### config.mk
export PLATFORM = sky130hd
export DESIGN_NAME = mux_l2_tx
export DESIGN_NICKNAME = d
export VERILOG_FILES = /design/src/rtl/mux_l2_tx.sv
export SDC_FILE = /design/constraint.sdc
export NUM_CORES = 1
export LEC_CHECK = 0
export BUFFER_PORTS_ARGS = -buffer_cell sky130_fd_sc_hd__buf_2
export CAP_MARGIN = 0
export CORE_ASPECT_RATIO = 1.5
export CORE_MARGIN = 2
export CORE_UTILIZATION = 43
export CTS_CLUSTER_DIAMETER = 30
export DETAILED_ROUTE_END_ITERATION = 10
export PLACE_DENSITY = 0.82
export SLEW_MARGIN = 10
export SYNTH_ARGS = -nofsm -noshare
export SYNTH_HDL_FRONTEND = slang
export SYNTH_SLANG_ARGS = --single-unit
### constraint.sdc
create_clock -name clk_2f -period 1.2 [get_ports clk_2f]
set_input_delay 0.12 -clock clk_2f [delete_from_list [all_inputs] [get_ports clk_2f]]
set_output_delay 0.12 -clock clk_2f [all_outputs]
set_load 0.02 [all_outputs]
### src/rtl/mux_l2_tx.sv
// mux_l2_tx: transmit-side layer-2 lane multiplexer.
// Takes one frame of four 8-bit lanes and sends it on the 16-bit L1 bus as
// two back-to-back words: high word {lane4,lane3}, then low word {lane2,lane1}.
// Optional feature macro: MUX_L2_IDLE_FILL_EN. When it is defined, idle cycles
// drive the 16'hBCBC fill pattern on data_L1. When it is undefined, idle cycles
// hold the last word on data_L1.
module mux_l2_tx (
    input  logic        clk_2f,
    input  logic        reset,
    input  logic [7:0]  data_in1,
    input  logic [7:0]  data_in2,
    input  logic [7:0]  data_in3,
    input  logic [7:0]  data_in4,
    input  logic        valid_in1,
    input  logic        valid_in2,
    input  logic        valid_in3,
    input  logic        valid_in4,
    output logic        ready_out,
    output logic [15:0] data_L1,
    output logic        valid_L10,
    output logic        valid_L11,
    output logic        frame_drop,
    output logic [7:0]  frame_cnt
);

    localparam logic [0:0] ST_IDLE = 1'b0;
    localparam logic [0:0] ST_LOW  = 1'b1;

    localparam logic [15:0] IDLE_FILL = 16'hBCBC;

    logic [0:0]  state_q, state_d;
    logic [15:0] hold_q,  hold_d;
    logic [15:0] data_q,  data_d;
    logic        valid_q, valid_d;
    logic        drop_q,  drop_d;
    logic [7:0]  cnt_q,   cnt_d;

    logic [3:0]  valid_vec_s;
    logic        all_valid_s;
    logic        any_valid_s;

    // Word driven on the bus during an IDLE cycle that accepts no frame.
    function automatic logic [15:0] idle_word(input logic [15:0] prev);
`ifdef MUX_L2_IDLE_FILL_EN
        idle_word = IDLE_FILL;
`else
        idle_word = prev;
`endif
    endfunction

    assign valid_vec_s = {valid_in4, valid_in3, valid_in2, valid_in1};
    assign all_valid_s = (valid_vec_s == 4'b1111);
    assign any_valid_s = (valid_vec_s != 4'b0000);

    // A new frame can be taken only in IDLE and only when reset is not asserted.
    assign ready_out = (state_q == ST_IDLE) && reset;

    // Next-state logic: take a full frame, reject a partial one, or send the held low word.
    always_comb begin
        state_d = state_q;
        hold_d  = hold_q;
        data_d  = data_q;
        valid_d = 1'b0;
        drop_d  = 1'b0;
        cnt_d   = cnt_q;
        case (state_q)
            ST_IDLE: begin
                if (all_valid_s) begin
                    data_d  = {data_in4, data_in3};
                    hold_d  = {data_in2, data_in1};
                    valid_d = 1'b1;
                    cnt_d   = cnt_q + 8'd1;
                    state_d = ST_LOW;
                end else begin
                    data_d  = idle_word(data_q);
                    valid_d = 1'b0;
                    drop_d  = any_valid_s;
                    state_d = ST_IDLE;
                end
            end
            ST_LOW: begin
                // The low word always follows its high word immediately.
                data_d  = hold_q;
                valid_d = 1'b1;
                drop_d  = 1'b0;
                state_d = ST_IDLE;
            end
            default: begin
                data_d  = 16'h0000;
                valid_d = 1'b0;
                drop_d  = 1'b0;
                state_d = ST_IDLE;
            end
        endcase
    end

    // State and output registers; a synchronous reset discards any frame in flight.
    always_ff @(posedge clk_2f) begin
        if (!reset) begin
            state_q <= ST_IDLE;
            hold_q  <= 16'h0000;
            data_q  <= 16'h0000;
            valid_q <= 1'b0;
            drop_q  <= 1'b0;
            cnt_q   <= 8'h00;
        end else begin
            state_q <= state_d;
            hold_q  <= hold_d;
            data_q  <= data_d;
            valid_q <= valid_d;
            drop_q  <= drop_d;
            cnt_q   <= cnt_d;
        end
    end

    assign data_L1    = data_q;
    assign valid_L10  = valid_q;
    assign valid_L11  = valid_q;
    assign frame_drop = drop_q;
    assign frame_cnt  = cnt_q;

endmodule

==> flow_summary.ini, run 1 <==
[logic_synthesis]
yosysWarnings = 0
syn_inst = 220
yosys_most_used_dff = dfxtp_1
ys_async_sr_fraction = 0
syn_area_um2 = 1752
synth_fp_nets = 259
synth_edf_count = 0
syn_area_per_cell_um2 = 7.962
seq_area_frac_synth = 0.4914
synthDistinctLibCells = 24
ys_seq_elements = 43

[cts]
cts_tree = done
root_buffer = clkbuf_8
cts_buffers = 5
clk_pin_slew_ns = 0.08
htreeDepth = 2
ctsHoldBuffers = 0
cts_sinks = 43
clkLatencyLatePin_ns = 0.30
clk_path_buf_depth = 2

[pwr]
pwr-share-clk = 0.400
switchingPower_uw = 661.5
p_seq_frac = 0.507
p_total_mw = 2.903
power.internal_mw = 2.242
vdd_drop_max_mv = 0.9033
combPwrFrac = 0.092
p_leak_nw = 0.9504
p_sw_frac = 0.2279
p_per_area_nw_per_um2 = 1235

[setup_path]
setup.worst_path.start = frame_cnt[1]
r2r-end = frame_cnt[4]
startpoint_type = flip-flop
path_class = flip-flop to flip-flop
path_max_fanout = 5
r2r-start = frame_cnt[1]
critPathArrivalTime_ns = 1.42
worst-r2r-setup-slack_ns = 0.007
end_kind = flip-flop
crit_required_ns = 1.43
reg2reg_depth = 4
cp-endpoint = frame_cnt[4]

[floorplanning]
die-area_um2 = 4611
die_height_um = 82.17
die_w_um = 56.12
rows = 28
design.core.area_um2 = 3924
start_util = 0.4464
ios = 66

[placement]
dp_hpwl_um = 3200
place.gp.congestion = 0.7443
port_buffers = 65
place_ws_ns = -0.03997
placed_cells = 323

[global_routing]
grt_use_met3 = 0.04517
grt_pass1_wl_um = 7314
grt_max_degree = 35
met1_usage = 0.1906
busiest_layer = met2
track_usage = 0.2007
overflow = 0
grt_pass1_vias = 1780
antenna_found_initial = 0
grt_util_met2 = 0.4012

[sta]
period_minus_slack_ns = 1.193
timing.final.ws_setup_ns = 0.007416
skew_ns = 0.005538
drv_slew = 0
fmax_mhz = 838.5
finalHoldViolCount = 0
finalSetupViolCount = 0
slew_headroom = 0.4997
tns_ns = 0
worst_pin_slew_ns = 0.7496
fin_crit_sh = 0.9938
rsz0062_at_grt = yes

[route]
wirelength_um = 4538
routedWlPerCell_um = 13.67
via_per_inst = 5.636
antenna_left = 0
firstDrtPassIters = 4
drcViolationCount = 0
first_iter_violations = 63
num_vias = 1871

[layout]
seq_area_um2 = 877.1
finalNonFillerCells = 332
drive_gt1_frac = 0.3519
fill_cells = 374
areaGrowthSynthToFinish_pct = 34.14
num_antenna_cells = 0
multiInputGateArea_um2 = 830.8
final_core_util = 0.5989
nets = 325

[min_path]
min_path_type = input port to flip-flop
hold_path.startpoint = data_in1[6]

[run]
max-cap-violations = 0

[run_status]
outcome = complete, no violations
-- worst max-delay path: stages (launching register included) --
cell and delay (ns):
dfxtp_4 0.38, ha_4 0.13, nand3_2 0.08, or4_4 0.42
a21oi_2 0.12
-- metal layers --
| layer | vias to the layer above | share of wire |
|---|---|---|
| met2 | 53 | 0.56 |
| met1 | 898 | 0.36 |
| met4 | 0 | 0.023 |
| met5 | - | 0 |
| li1 | 911 | - |
| met3 | 9 | 0.048 |
-- cell usage after synthesis, types with 2 or more instances --
cell / count / area share
nand2b_1: 3 / 0.011
nand2_1: 36 / 0.077
o21ai_0: 35 / 0.10
nand3_1: 20 / 0.057
o31ai_1: 2 / 0.0086
mux2i_1: 2 / 0.011
dfxtp_1: 43 / 0.49
a21oi_1: 22 / 0.063
nand4_1: 2 / 0.0071
or4_1: 2 / 0.0086
clkbuf_1: 15 / 0.032
nor3_1: 2 / 0.0057
inv_1: 4 / 0.0086
buf_2: 5 / 0.014
or3_1: 2 / 0.0071
a31oi_1: 16 / 0.057
nor4_1: 2 / 0.0071
-- final cells by class --
cell class / instances / area share
sequential: 43 / 0.3733
multi-input combinational: 152 / 0.3536
timing repair buffer: 80 / 0.1928
clock buffer: 6 / 0.03514
tap: 45 / 0.02396
clock inverter: 2 / 0.01491
inverter: 4 / 0.006390
-- metrics by stage --
step | hold slack, ns | cell area, um^2
finish | 0.06148 | 2350
global route | 0.06090 | 2350
CTS | 0.05908 | 2322
detailed placement | 0.3831 | 2185
global placement | 0.3757 | 2185
floorplan | 0.2639 | 1774
-- cell families (layout without fill, tap and decap cells) --
kind of cell,Yosys count,count (layout),share of synthesized area
AND/OR/NAND/NOR,72,72,0.1921
AO/OA/AOI/OAI,77,77,0.2386
flip-flops,43,43,0.4914
buffers and inverters,25,92,0.05928
adder cells (fa/ha/maj),1,1,0.007142
multiplexers,2,2,0.01143
-- power groups by stage --
stage          Clock (mW)  Sequential, mW  Combinational, mW
3_3_place_gp            0            1.51              0.262
4_1_cts              1.19            1.48              0.266
3_5_place_dp            0            1.51              0.265
2_1_floorplan           0            1.54              0.105
5_1_grt              1.24            1.48              0.296
6_report             1.16            1.47              0.268
-- worst min path at each step --
stage / cells after the start / end / slack [ns]
6_report: 3 / hold_q[6] / 0.06
4_1_cts: 3 / hold_q[5] / 0.06
3_3_place_gp: 3 / hold_q[8] / 0.38
2_1_floorplan: 2 / frame_cnt[6] / 0.26
5_1_grt: 3 / hold_q[5] / 0.06
3_5_place_dp: 3 / hold_q[5] / 0.38
-- cells in the final DEF, fill, tap and decap left out, drive strengths merged, types with 2 or more instances in the layout --
cell type,count
nor3,2
o21ai,35
a31oi,16
nand3,20
inv,4
o31ai,2
buf,80
or3,2
nand4,2
or4,2
nand2,36
a21oi,22
mux2i,2
nand2b,3
nor4,2
dfxtp,43
clkbuf,6
-- repair_timing --
item | CTS | global route
setup buffers | 1 | 0
gates resized for setup | 5 | 8
pin swaps | 1 | 1
endpoints found under the setup margin | 4 | 6
-- sequential cells by signal (all words and copies together) (netlist names) --
register / count
hold_q: 16
valid_L10: 1
state_q: 1
frame_cnt: 8
frame_drop: 1
data_L1: 16
No activity file was read; power rests on OpenSTA's default activity.
==> run 2, diff against run 1 <==
Settings changed: ABC_AREA set to 1, CORE_UTILIZATION 43 to 45, PLACE_DENSITY 0.82 to 0.83.
==> run 2 against run 1 <==
Compared with the run above: sequential share of layout area down 3.8 points; critical path depth up 2; total power down 4.5%; count of clock-buffer cells in the layout unchanged; worst hold slack better by 0.0057 ns; clock skew down 0.00061 ns; final cell count up 17%; register-to-register slack better by 0.02 ns; design area up 10%; largest cell class is now multi-input combinational cells; highest routed layer unchanged.
==> flow_summary.ini, run 2 <==
[cts]
cts_sinks = 43
root_buffer = clkbuf_8
cts_tree = done
clkLatencyLatePin_ns = 0.29
htreeDepth = 2
clk_path_buf_depth = 2
clk_pin_slew_ns = 0.08
cts_buffers = 5
ctsHoldBuffers = 0

[layout]
final_core_util = 0.6098
num_antenna_cells = 0
nets = 381
layout_commonest_cell = nand2_1
drive_gt1_frac = 0.3655
areaGrowthSynthToFinish_pct = 30.45
final_cell_mix = nand2_1, buf_2, nor2_1

[pwr]
p_leak_nw = 1.211
vdd_drop_max_mv = 1.314
p_per_area_nw_per_um2 = 1071

[logic_synthesis]
yosys_most_used_dff = dfxtp_1
netlist.top_cell.by_area = dfxtp_1
yosysMostFrequentCell = nand2_1
syn_area_um2 = 1984
seq_area_frac_synth = 0.4338
yosysWarnings = 0
synth_fp_nets = 305
synth_top_area_frac = 0.4338
synth_edf_count = 0
ys_async_sr_fraction = 0
ys_seq_elements = 43
netlist_top_cells_area = dfxtp_1, nand2_1, nor2_1
synthDistinctLibCells = 24
synth_common_cells = nand2_1, nor2_1, dfxtp_1, o21ai_1, a21oi_1
syn_inst = 266
syn_area_per_cell_um2 = 7.460

[sta]
fmax_mhz = 855.9
skew_ns = 0.004928
finalHoldViolCount = 0
drv_slew = 0
period_minus_slack_ns = 1.168
timing.final.ws_setup_ns = 0.03168
slew_headroom = 0.8017
finalSetupViolCount = 0
fin_crit_sh = 0.9736
worst_pin_slew_ns = 0.2947

[floorplanning]
start_util = 0.4674
die-area_um2 = 4968
rows = 29
die_w_um = 58.22
design.core.area_um2 = 4245
die_height_um = 85.33
ios = 66

[setup_path]
path_cells = buf_6 > nor3_4 > buf_4 > clkbuf_16 > nor2_1 > nor2_1
crit_required_ns = 1.42
worst-r2r-setup-slack_ns = 0.03
worst_path_most_repeated_cell = nor2_1
path_class = flip-flop to flip-flop
critical-path-slowest-cell = dfxtp_2
r2r-end = frame_cnt[1]
end_kind = flip-flop
reg2reg_depth = 6
path_delay_family = buffers and inverters
r2r-start = state_q
path_max_fanout = 10
crit_path_max_incr_delay_ns = 0.34
crit_buf_inv = 3
startpoint_type = flip-flop
critPathArrivalTime_ns = 1.39

[route]
routedWlPerCell_um = 12.61
via_per_inst = 4.925
drcViolationCount = 0
first_iter_violations = 31
num_vias = 1911
firstDrtPassIters = 4
antenna_left = 0
wirelength_um = 4893

[placement]
place.gp.congestion = 0.8197
place_ws_ns = 0.01782
port_buffers = 65
dp_hpwl_um = 3535

[global_routing]
grt_max_degree = 27
antenna_found_initial = 0
grt_pass1_vias = 1829
track_usage = 0.1925
grt_pass1_wl_um = 7465
overflow = 0

[run]
max-cap-violations = 0

[min_path]
hold_path.startpoint = data_in1[6]
min_path_type = input port to flip-flop
hold_end = hold_q[6]
holdPathStages = 3

[run_status]
outcome = complete, no violations
==> run 2: cell types whose count changed after synthesis, moves of 5 or more <==
cell / delta
inv_1: +5
o21ai_1: +16
a21oi_1: -12
clkbuf_1: -13
o21ai_0: -30
nor2_1: +46
nand2_1: +49
a21oi_2: +9
a31oi_1: -16
nand2_2: +9
nand3_1: -15
==> run 2: cells by family (layout without fill, tap and decap cells) <==
family,after synthesis,in the layout,synth area share
AO/OA/AOI/OAI,40,40,0.1179
adder cells (fa/ha/maj),1,1,0.006304
flip-flops,43,43,0.4338
AND/OR/NAND/NOR,157,157,0.3600
buffers and inverters,25,101,0.08196
==> run 2: where the power goes <==
| part | total (mW) | switching (mW) | internal (mW) | leakage (nW) |
|---|---|---|---|---|
| clock | 0.917 | 0.465 | 0.452 | 0.0470 |
| sequential | 1.49 | 0.0217 | 1.47 | 0.351 |
| combinational | 0.368 | 0.209 | 0.159 | 0.813 |
| total | 2.77 | 0.696 | 2.08 | 1.21 |
==> run 2: worst register-to-register path, delay by kind of cell (launching register included) <==
kind,cells,cell delay [ns]
AND/OR/NAND/NOR,3,0.29
flip-flops,1,0.34
buffers and inverters,3,0.45
==> run 2: layer usage <==
| layer | up-vias | wire (um) | global-route usage |
|---|---|---|---|
| li1 | 982 | - | - |
| met1 | 859 | 1829 | 0.2002 |
| met2 | 50 | 2661 | 0.3523 |
| met3 | 20 | 207 | 0.04268 |
| met4 | 0 | 195 | 0.09302 |
| met5 | - | 0 | 0 |
==> run 2: final cells by class <==
class	count	area (um^2)
Fill cell	376	1657
Multi-Input combinational cell	198	988.4
Sequential cell	43	867.1
Timing Repair Buffer	83	534.3
Clock buffer	6	82.58
Tap cell	46	57.56
Inverter	11	53.80
Clock inverter	1	5.005
==> run 2: through the flow <==
stage | cells | TNS, ns | instance area (um^2) | hold slack [ns] | power (mW)
3_3_place_gp | 376 | 0 | 2384 | 0.3558 | 1.859
3_5_place_dp | 376 | 0 | 2384 | 0.3628 | 1.867
6_report | 388 | 0 | 2589 | 0.06717 | 2.773
5_1_grt | 388 | -0.05625 | 2589 | 0.08659 | 2.862
4_1_cts | 383 | 0 | 2490 | 0.06353 | 2.768
2_1_floorplan | 266 | 0 | 1987 | 0.2509 | 1.733
==> run 2: how the worst max path moves through the flow <==
stage | from | to | depth (start not counted)
5_1_grt | state_q | frame_cnt[6] | 7
3_5_place_dp | frame_cnt[1] | frame_cnt[6] | 6
2_1_floorplan | frame_cnt[1] | frame_cnt[6] | 6
6_report | state_q | frame_cnt[1] | 6
3_3_place_gp | state_q | frame_cnt[6] | 6
4_1_cts | state_q | frame_cnt[6] | 6
==> run 2: repair_timing <==
action	in CTS	in global routing
setup endpoints to repair	2	5
cloned	0	2
setup buffers	0	3
pin swaps	0	4
hold endpoints to repair	0	0
resized for setup	5	7
==> run 3, diff against run 2 <==
==> constraint.sdc (replaced) <==
create_clock -name clk_2f -period 1.2 [get_ports clk_2f]
set_input_delay 0.24 -clock clk_2f [delete_from_list [all_inputs] [get_ports clk_2f]]
set_output_delay 0.24 -clock clk_2f [all_outputs]
set_load 0.02 [all_outputs]
==> run 3 against run 2 <==
Compared with the run above: largest power group unchanged; the run now ends with negative setup slack left; critical path type is now flip-flop to output port; worst hold slack better by 0.13 ns; clock power is 8.3% higher; register-to-register slack is essentially flat; via count rose by 0.73%; routed wire length decreased by 1.7%.
==> flow_summary.ini, run 3 (synthesized netlist as in run 2, its figures left out) <==
[setup_path]
end_kind = output port
critPathArrivalTime_ns = 0.97
path_max_fanout = 4
startpoint_type = flip-flop
setup.worst_path.start = state_q
critical-path-slowest-cell = dfxtp_2
path_cells = buf_6 > nor2_4 > buf_6
path_class = flip-flop to output port
worst_path_most_repeated_cell = buf_6
crit_required_ns = 0.96
crit_path_max_incr_delay_ns = 0.34
r2r-start = frame_cnt[1]

[cts]
clk_pin_slew_ns = 0.08
cts_tree = done
cts_buffers = 5
htreeDepth = 2
clk_path_buf_depth = 2
clkLatencyLatePin_ns = 0.29
cts_sinks = 43
root_buffer = clkbuf_8

[pwr]
p_leak_nw = 1.205
p_per_area_nw_per_um2 = 1101
vdd_drop_max_mv = 0.9862
p_total_mw = 2.837

[sta]
slew_headroom = 0.8018
fin_crit_sh = 1.010
worst_pin_slew_ns = 0.2946
finalHoldViolCount = 0
period_minus_slack_ns = 1.212
timing.final.ws_setup_ns = -0.01243
fmax_mhz = 824.8
rsz0062_at_grt = yes
skew_ns = 0.006714
finalSetupViolCount = 1
drv_slew = 0

[global_routing]
grt_pass1_vias = 1873
grt_max_degree = 27
antenna_found_initial = 0
track_usage = 0.1980
overflow = 0
grt_pass1_wl_um = 7596

[floorplanning]
design.core.area_um2 = 4245
die_height_um = 85.33
start_util = 0.4674
ios = 66
die-area_um2 = 4968
die_w_um = 58.22
rows = 29

[run]
max-cap-violations = 0

[placement]
place.gp.congestion = 0.8273
port_buffers = 65
dp_hpwl_um = 3428

[route]
drcViolationCount = 0
routedWlPerCell_um = 12.40
num_vias = 1925
via_per_inst = 4.961
first_iter_violations = 31
wirelength_um = 4811
antenna_left = 0
firstDrtPassIters = 4

[run_status]
violations = negative setup slack
outcome = finished with violations

[layout]
num_antenna_cells = 0
final_core_util = 0.6071
final_cell_mix = nand2_1, buf_2, nor2_1
nets = 380
layout_commonest_cell = nand2_1
areaGrowthSynthToFinish_pct = 29.89
drive_gt1_frac = 0.3684
fill_cells = 362

[min_path]
min_path_type = input port to flip-flop
hold_path.startpoint = data_in2[7]
==> run 3: routing by layer <==
layer	vias to the layer above	track usage	share of wire
li1	985	-	-
met4	0	0.07611	0.017
met3	6	0.05030	0.046
met2	38	0.3853	0.58
met1	896	0.1897	0.36
met5	-	0	0
==> run 3: repair_timing <==
action	CTS	global route
gates cloned	0	1
endpoints found under the hold margin	0	0
gates resized for setup	7	8
buffers inserted	0	4
pin swaps	1	3
endpoints found under the setup margin	2	4
hold buffers	0	0
==> run 3: worst paths after layout <==
path,end,slack (ns),cells after the start
hold / removal,hold_q[15],0.20,3
hold reg to reg,data_L1[13],0.47,2
setup / recovery,ready_out,-0.01,3
setup reg to reg,frame_cnt[6],0.03,6
==> run 3: through the flow <==
stage	setup WS [ns]	instances	TNS [ns]	hold slack, ns	instance area, um^2
after floorplan	0.02001	266	0	0.3709	1987
after global placement	-0.01314	375	-0.01314	0.4502	2376
after detailed placement	-0.03350	375	-0.05733	0.4579	2376
after CTS	-0.02722	383	-0.02722	0.1869	2496
after global routing	-0.04292	388	-0.08606	0.1999	2577
final	-0.01243	388	-0.01243	0.1963	2577
==> run 3: layout make-up <==
| type | count | area (um^2) | area share |
|---|---|---|---|
| clock buffer | 8 | 100.1 | 0.03883 |
| inverter | 11 | 53.80 | 0.02087 |
| multi-input combinational | 198 | 983.4 | 0.3816 |
| sequential | 43 | 870.8 | 0.3379 |
| tap | 46 | 57.56 | 0.02233 |
| timing repair buffer | 82 | 511.7 | 0.1985 |
==> run 3: worst max-delay path, delay by kind of cell, from the launching register on <==
kind,cells,cell delay [ns]
buf+inv,2,0.25
flops,1,0.34
simple gates,1,0.09
==> run 3: where the power goes <==
part           switching, mW  leakage [nW]  internal [mW]
registers             0.0204         0.351           1.46
clock network          0.468        0.0515          0.525
logic                  0.207         0.802          0.153
total                  0.695          1.20           2.14
